## config.mk

```make
export PLATFORM = sky130hd
export DESIGN_NAME = rider_ld_monitor
export DESIGN_NICKNAME = d
export VERILOG_FILES = /design/src/rtl/rider_ld_monitor.sv
export SDC_FILE = /design/constraint.sdc
export NUM_CORES = 1
export LEC_CHECK = 0
export CAP_MARGIN = 10
export CORE_MARGIN = 3
export CORE_UTILIZATION = 30
export CTS_BUF_LIST = sky130_fd_sc_hd__clkbuf_4
export CTS_CLUSTER_SIZE = 30
export DETAILED_ROUTE_END_ITERATION = 12
export HOLD_SLACK_MARGIN = 0.05
export PLACE_DENSITY = 0.48
export SETUP_SLACK_MARGIN = 0.05
export SLEW_MARGIN = 5
export SYNTH_ARGS = -nofsm -noshare
export SYNTH_HDL_FRONTEND = slang
export SYNTH_SLANG_ARGS = --single-unit
```

## constraint.sdc

```tcl
create_clock -name clk -period 7.7 [get_ports clk]
set_input_delay 1.155 -clock clk [delete_from_list [all_inputs] [get_ports clk]]
set_output_delay 1.155 -clock clk [all_outputs]
set_load 0.01 [all_outputs]
```

## src/rtl/rider_ld_monitor.sv

```systemverilog
// Rider load monitor: per-side 4-deep running average, hysteretic weight
// compare, left/right balance compare and the settle timer.
module rider_ld_monitor #(
  parameter logic [11:0] MIN_RIDER_WT  = 12'h200,
  parameter logic [7:0]  WT_HYSTERESIS = 8'h40,
  parameter bit          FAST_SIM      = 1'b0
) (
  input  logic        clk,
  input  logic        rst,
  input  logic [11:0] lft_ld,
  input  logic [11:0] rght_ld,
  input  logic        ld_vld,
  input  logic        clr_tmr,
  output logic        sum_gt_min,
  output logic        sum_lt_min,
  output logic        diff_gt_1_4,
  output logic        diff_gt_15_16,
  output logic        tmr_full
);

  localparam int TW = FAST_SIM ? 15 : 26;

  localparam logic [12:0] THR_HI =
    {1'b0, MIN_RIDER_WT} + {5'd0, WT_HYSTERESIS};
  localparam logic [12:0] THR_LO =
    {1'b0, MIN_RIDER_WT} - {5'd0, WT_HYSTERESIS};

  logic [11:0]   r_hl [4];
  logic [11:0]   r_hr [4];
  logic [13:0]   r_acc_l;
  logic [13:0]   r_acc_r;
  logic [TW-1:0] r_cnt;
  logic          r_gt;
  logic          r_lt;
  logic          r_d14;
  logic          r_d1516;

  logic [11:0] w_avg_l;
  logic [11:0] w_avg_r;
  logic [12:0] w_sum;
  logic [11:0] w_diff;
  logic [14:0] w_d4;
  logic [14:0] w_s1;
  logic [16:0] w_d16;
  logic [16:0] w_s15;

  always_ff @(posedge clk) begin
    if (rst) begin
      for (int i = 0; i < 4; i++) begin
        r_hl[i] <= '0;
        r_hr[i] <= '0;
      end
      r_acc_l <= '0;
      r_acc_r <= '0;
    end else if (ld_vld) begin
      r_acc_l <= r_acc_l + {2'b00, lft_ld} - {2'b00, r_hl[3]};
      r_acc_r <= r_acc_r + {2'b00, rght_ld} - {2'b00, r_hr[3]};
      r_hl[0] <= lft_ld;
      r_hr[0] <= rght_ld;
      for (int i = 1; i < 4; i++) begin
        r_hl[i] <= r_hl[i-1];
        r_hr[i] <= r_hr[i-1];
      end
    end
  end

  always_comb begin
    w_avg_l = r_acc_l[13:2];
    w_avg_r = r_acc_r[13:2];
    w_sum   = {1'b0, w_avg_l} + {1'b0, w_avg_r};
    w_diff  = (w_avg_l >= w_avg_r) ? (w_avg_l - w_avg_r)
                                   : (w_avg_r - w_avg_l);
    w_d4    = {1'b0, w_diff, 2'b00};
    w_s1    = {2'b00, w_sum};
    w_d16   = {1'b0, w_diff, 4'b0000};
    w_s15   = {4'b0000, w_sum} * 17'd15;
  end

  // Strict compares: equality never sets a flag, and sum==0 forces diff==0.
  always_ff @(posedge clk) begin
    if (rst) begin
      r_gt    <= 1'b0;
      r_lt    <= 1'b1;
      r_d14   <= 1'b0;
      r_d1516 <= 1'b0;
    end else begin
      r_gt    <= (w_sum > THR_HI);
      r_lt    <= (w_sum < THR_LO);
      r_d14   <= (w_d4 > w_s1);
      r_d1516 <= (w_d16 > w_s15);
    end
  end

  always_ff @(posedge clk) begin
    if (rst || clr_tmr) begin
      r_cnt <= '0;
    end else if (!(&r_cnt)) begin
      r_cnt <= r_cnt + {{(TW-1){1'b0}}, 1'b1};
    end
  end

  assign sum_gt_min    = r_gt;
  assign sum_lt_min    = r_lt;
  assign diff_gt_1_4   = r_d14;
  assign diff_gt_15_16 = r_d1516;
  assign tmr_full      = &r_cnt;

endmodule
```

==> results.cfg <==
[floorplan]
start_util_pct = 30.9
die_w_um = 196
die_h_um = 196
dieArea_um2 = 38400
coreArea_um2 = 35100
pin_count = 33
num_rows = 68

[yosys]
syn_area_per_cell_um2 = 9.87
synth_edf_count = 96
ys_seq_elements = 154
synth_top_area_share_pct = 26.6
syn_nets = 1277
yosysWarnings = 0
synth_ff_type = edfxtp_1
syn-cell-area_um2 = 10800
ys_top_cells_by_area = edfxtp_1, ha_1, dfxtp_1
async_flop_share_pct = 0
yosysSeqAreaShare_pct = 37.4
syn-instance-count = 1096
yosysUniqueCellTypes = 69
yosysTopAreaCell = edfxtp_1

[cells_and_area]
drive_gt1_share_pct = 4.83
finalNetCount = 1307
fillers = 3656
stdcell_area_um2 = 12000
area_growth_pct = 10.7

[worst_setup_path]
cp_slowest_cell = o41ai_1
critPathLaunch = r_acc_l[6]$_SDFFE_PP0P_
cp_num_cells = 25
r2r-end = diff_gt_15_16$_SDFF_PP0_
end_kind = register
crit_end = diff_gt_15_16$_SDFF_PP0_
critPathBufInv = 5
cp.arrival_ns = 6.88
start_kind = register
required_ns = 8.22
criticalPathCategory = reg -> reg
reg2reg_depth = 25
r2r-start = r_acc_l[6]$_SDFFE_PP0P_
max_stage_delay_ns = 0.64
critical_path.top_delay_family = compound AO/OA/AOI/OAI gates
worst-path-max-fanout = 8
rrSetupSlack_ns = 1.34

[detailed_routing]
drcViolationCount = 0
dr.first_iter.drc_count = 401
viasPerCell = 4.58
wl_met1_um = 11500
first_pass_iters = 4
totalWireLength_um = 22600
ant_nets = 0
num_vias = 7303
drt-wirelength-per-cell_um = 14.2
topRoutingLayerUsed = met4
dr_wl_met2_um = 10500
wl_met3_um = 460

[timing]
setup_viol = 0
tightest_slew_ns = 0.885
period_minus_slack_ns = 6.36
slew_headroom_pct = 39.5
drv_slew = 0
fmax_mhz = 157
period_share_pct = 82.6
setup-tns-final_ns = 0
hold_viol = 0
finClkSkew_ns = 0.0329
rsz0062_at_grt = false
fin_hold_ws_ns = 0.490

[cts]
cts_tree = done
cts-buffers-inserted = 17
insertion_delay_ns = 0.60
post_cts_buffers = 0
hold_buffers = 0
path_clk_slew_ns = 0.16
max-clock-path-buffers = 2
clockRootBuffer = clkbuf_4
ctsResizeCount = 0
htreeDepth = 4
cts_sinks = 154

[status]
status = complete, no violations

[placement]
place_congestion = 0.789
placement.io_buffers = 32
dpl.hpwl_um = 17500
place_area_um2 = 11600

[run]
maxCapViolCount = 0

[grt]
antenna_found_initial = 3
gr-total-overflow = 0
grt_max_degree = 59
grt_usage_pct = 12.2
grt_pass1_vias = 7444
grt_pass1_wl_um = 37800

[min_path]
hp-class = reg -> reg
worst min path at each step:
stage / startpoint / slack, ns / cells after the start / endpoint
3_3_place_gp: r_acc_r[1]$_SDFFE_PP0P_ / 0.47 / 2 / r_acc_r[1]$_SDFFE_PP0P_
6_report: r_acc_r[1]$_SDFFE_PP0P_ / 0.49 / 2 / r_acc_r[1]$_SDFFE_PP0P_
3_5_place_dp: r_acc_r[1]$_SDFFE_PP0P_ / 0.47 / 2 / r_acc_r[1]$_SDFFE_PP0P_
4_1_cts: r_acc_r[1]$_SDFFE_PP0P_ / 0.49 / 2 / r_acc_r[1]$_SDFFE_PP0P_
2_1_floorplan: r_acc_l[1]$_SDFFE_PP0P_ / 0.46 / 2 / r_acc_l[1]$_SDFFE_PP0P_
5_1_grt: r_acc_r[1]$_SDFFE_PP0P_ / 0.51 / 2 / r_acc_r[1]$_SDFFE_PP0P_
state kept, by name, indices dropped and copies added (netlist names):
signal	cells
sum_lt_min	1
sum_gt_min	1
diff_gt_1_4	1
r_hl	48
r_hr	48
r_acc_r	14
r_cnt	26
diff_gt_15_16	1
r_acc_l	14
Yosys cell counts (4+ instances only):
cell / number
o21bai_1: 14
dfxtp_1: 58
nor2b_1: 8
or3_1: 12
and3_1: 5
and4_1: 5
o31ai_1: 4
inv_1: 157
nor2_1: 92
o21ai_0: 44
nor3_1: 9
a211oi_1: 5
and2_1: 101
mux2i_1: 20
nand3_1: 18
nand2_1: 35
edfxtp_1: 96
nor4_1: 6
o41ai_1: 8
xor2_1: 29
xnor2_1: 51
clkbuf_1: 17
fa_1: 40
a21boi_0: 4
o21a_1: 5
a21o_1: 15
nand4_1: 12
ha_1: 113
a21oi_1: 48
nor3b_1: 4
logic make-up after synthesis:
kind of cell / Yosys count / share of synthesized area (%)
AO/OA/AOI/OAI: 177 / 10.7
XOR/XNOR: 82 / 6.78
adder cells (fa/ha/maj): 154 / 20.6
buffers and inverters: 185 / 6.71
flip-flops: 154 / 37.4
multiplexers: 22 / 2.06
AND/OR/NAND/NOR: 322 / 15.8
cell type report:
class	instances	area [um2]	share of cell area, %
clock inverter	15	215	1.80
inverter	159	599	5.00
antenna	2	5.00	0.0418
multi-input combinational	757	6060	50.6
sequential	154	4040	33.8
timing repair buffer	37	358	2.99
clock buffer	17	128	1.07
tap	455	569	4.75
layer usage:
layer	up-vias	global-route usage (%)
li1	3759	-
met1	3466	17.1
met2	63	19.5
met3	15	2.15
met4	0	3.22
met5	-	0
worst min-delay path, cell delays in order, from the launching register on:
cell      delay (ns)
dfxtp_1         0.34
nor2_1          0.08
a211oi_1        0.04
layout by cell type (no fill, tap or decap), drive strengths merged, types with 4 or more instances in the layout:
cell type and n:
clkdlybuf4s50 32, nor2b 8, clkbuf 17, xor2 29, buf 5, a21oi 49
inv 164, and3 5, mux2i 20, or3 13, a21boi 4, clkinv 6
and2 101, ha 113, nand4 12, a21o 15, bufinv 4, o41ai 8
nor2 93, and4 5, nand2 35, nand3 18, dfxtp 58, nor3b 4
o21a 5, o31ai 4, a211oi 6, o21ai 45, nor4 7, edfxtp 96
xnor2 53, fa 40, o21bai 14, nor3 9
per-stage QoR:
stage	util (%)	instances	worst slack [ns]
final	34.2	1596	1.34
after global routing	34.2	1596	0.620
after CTS	34.1	1594	1.32
after detailed placement	33.2	1562	1.33
after global placement	33.2	1562	1.46
after floorplan	-	1096	2.15
Power is not shown: default switching activity piles up to over one toggle a cycle in this logic, so the estimate is an artifact.
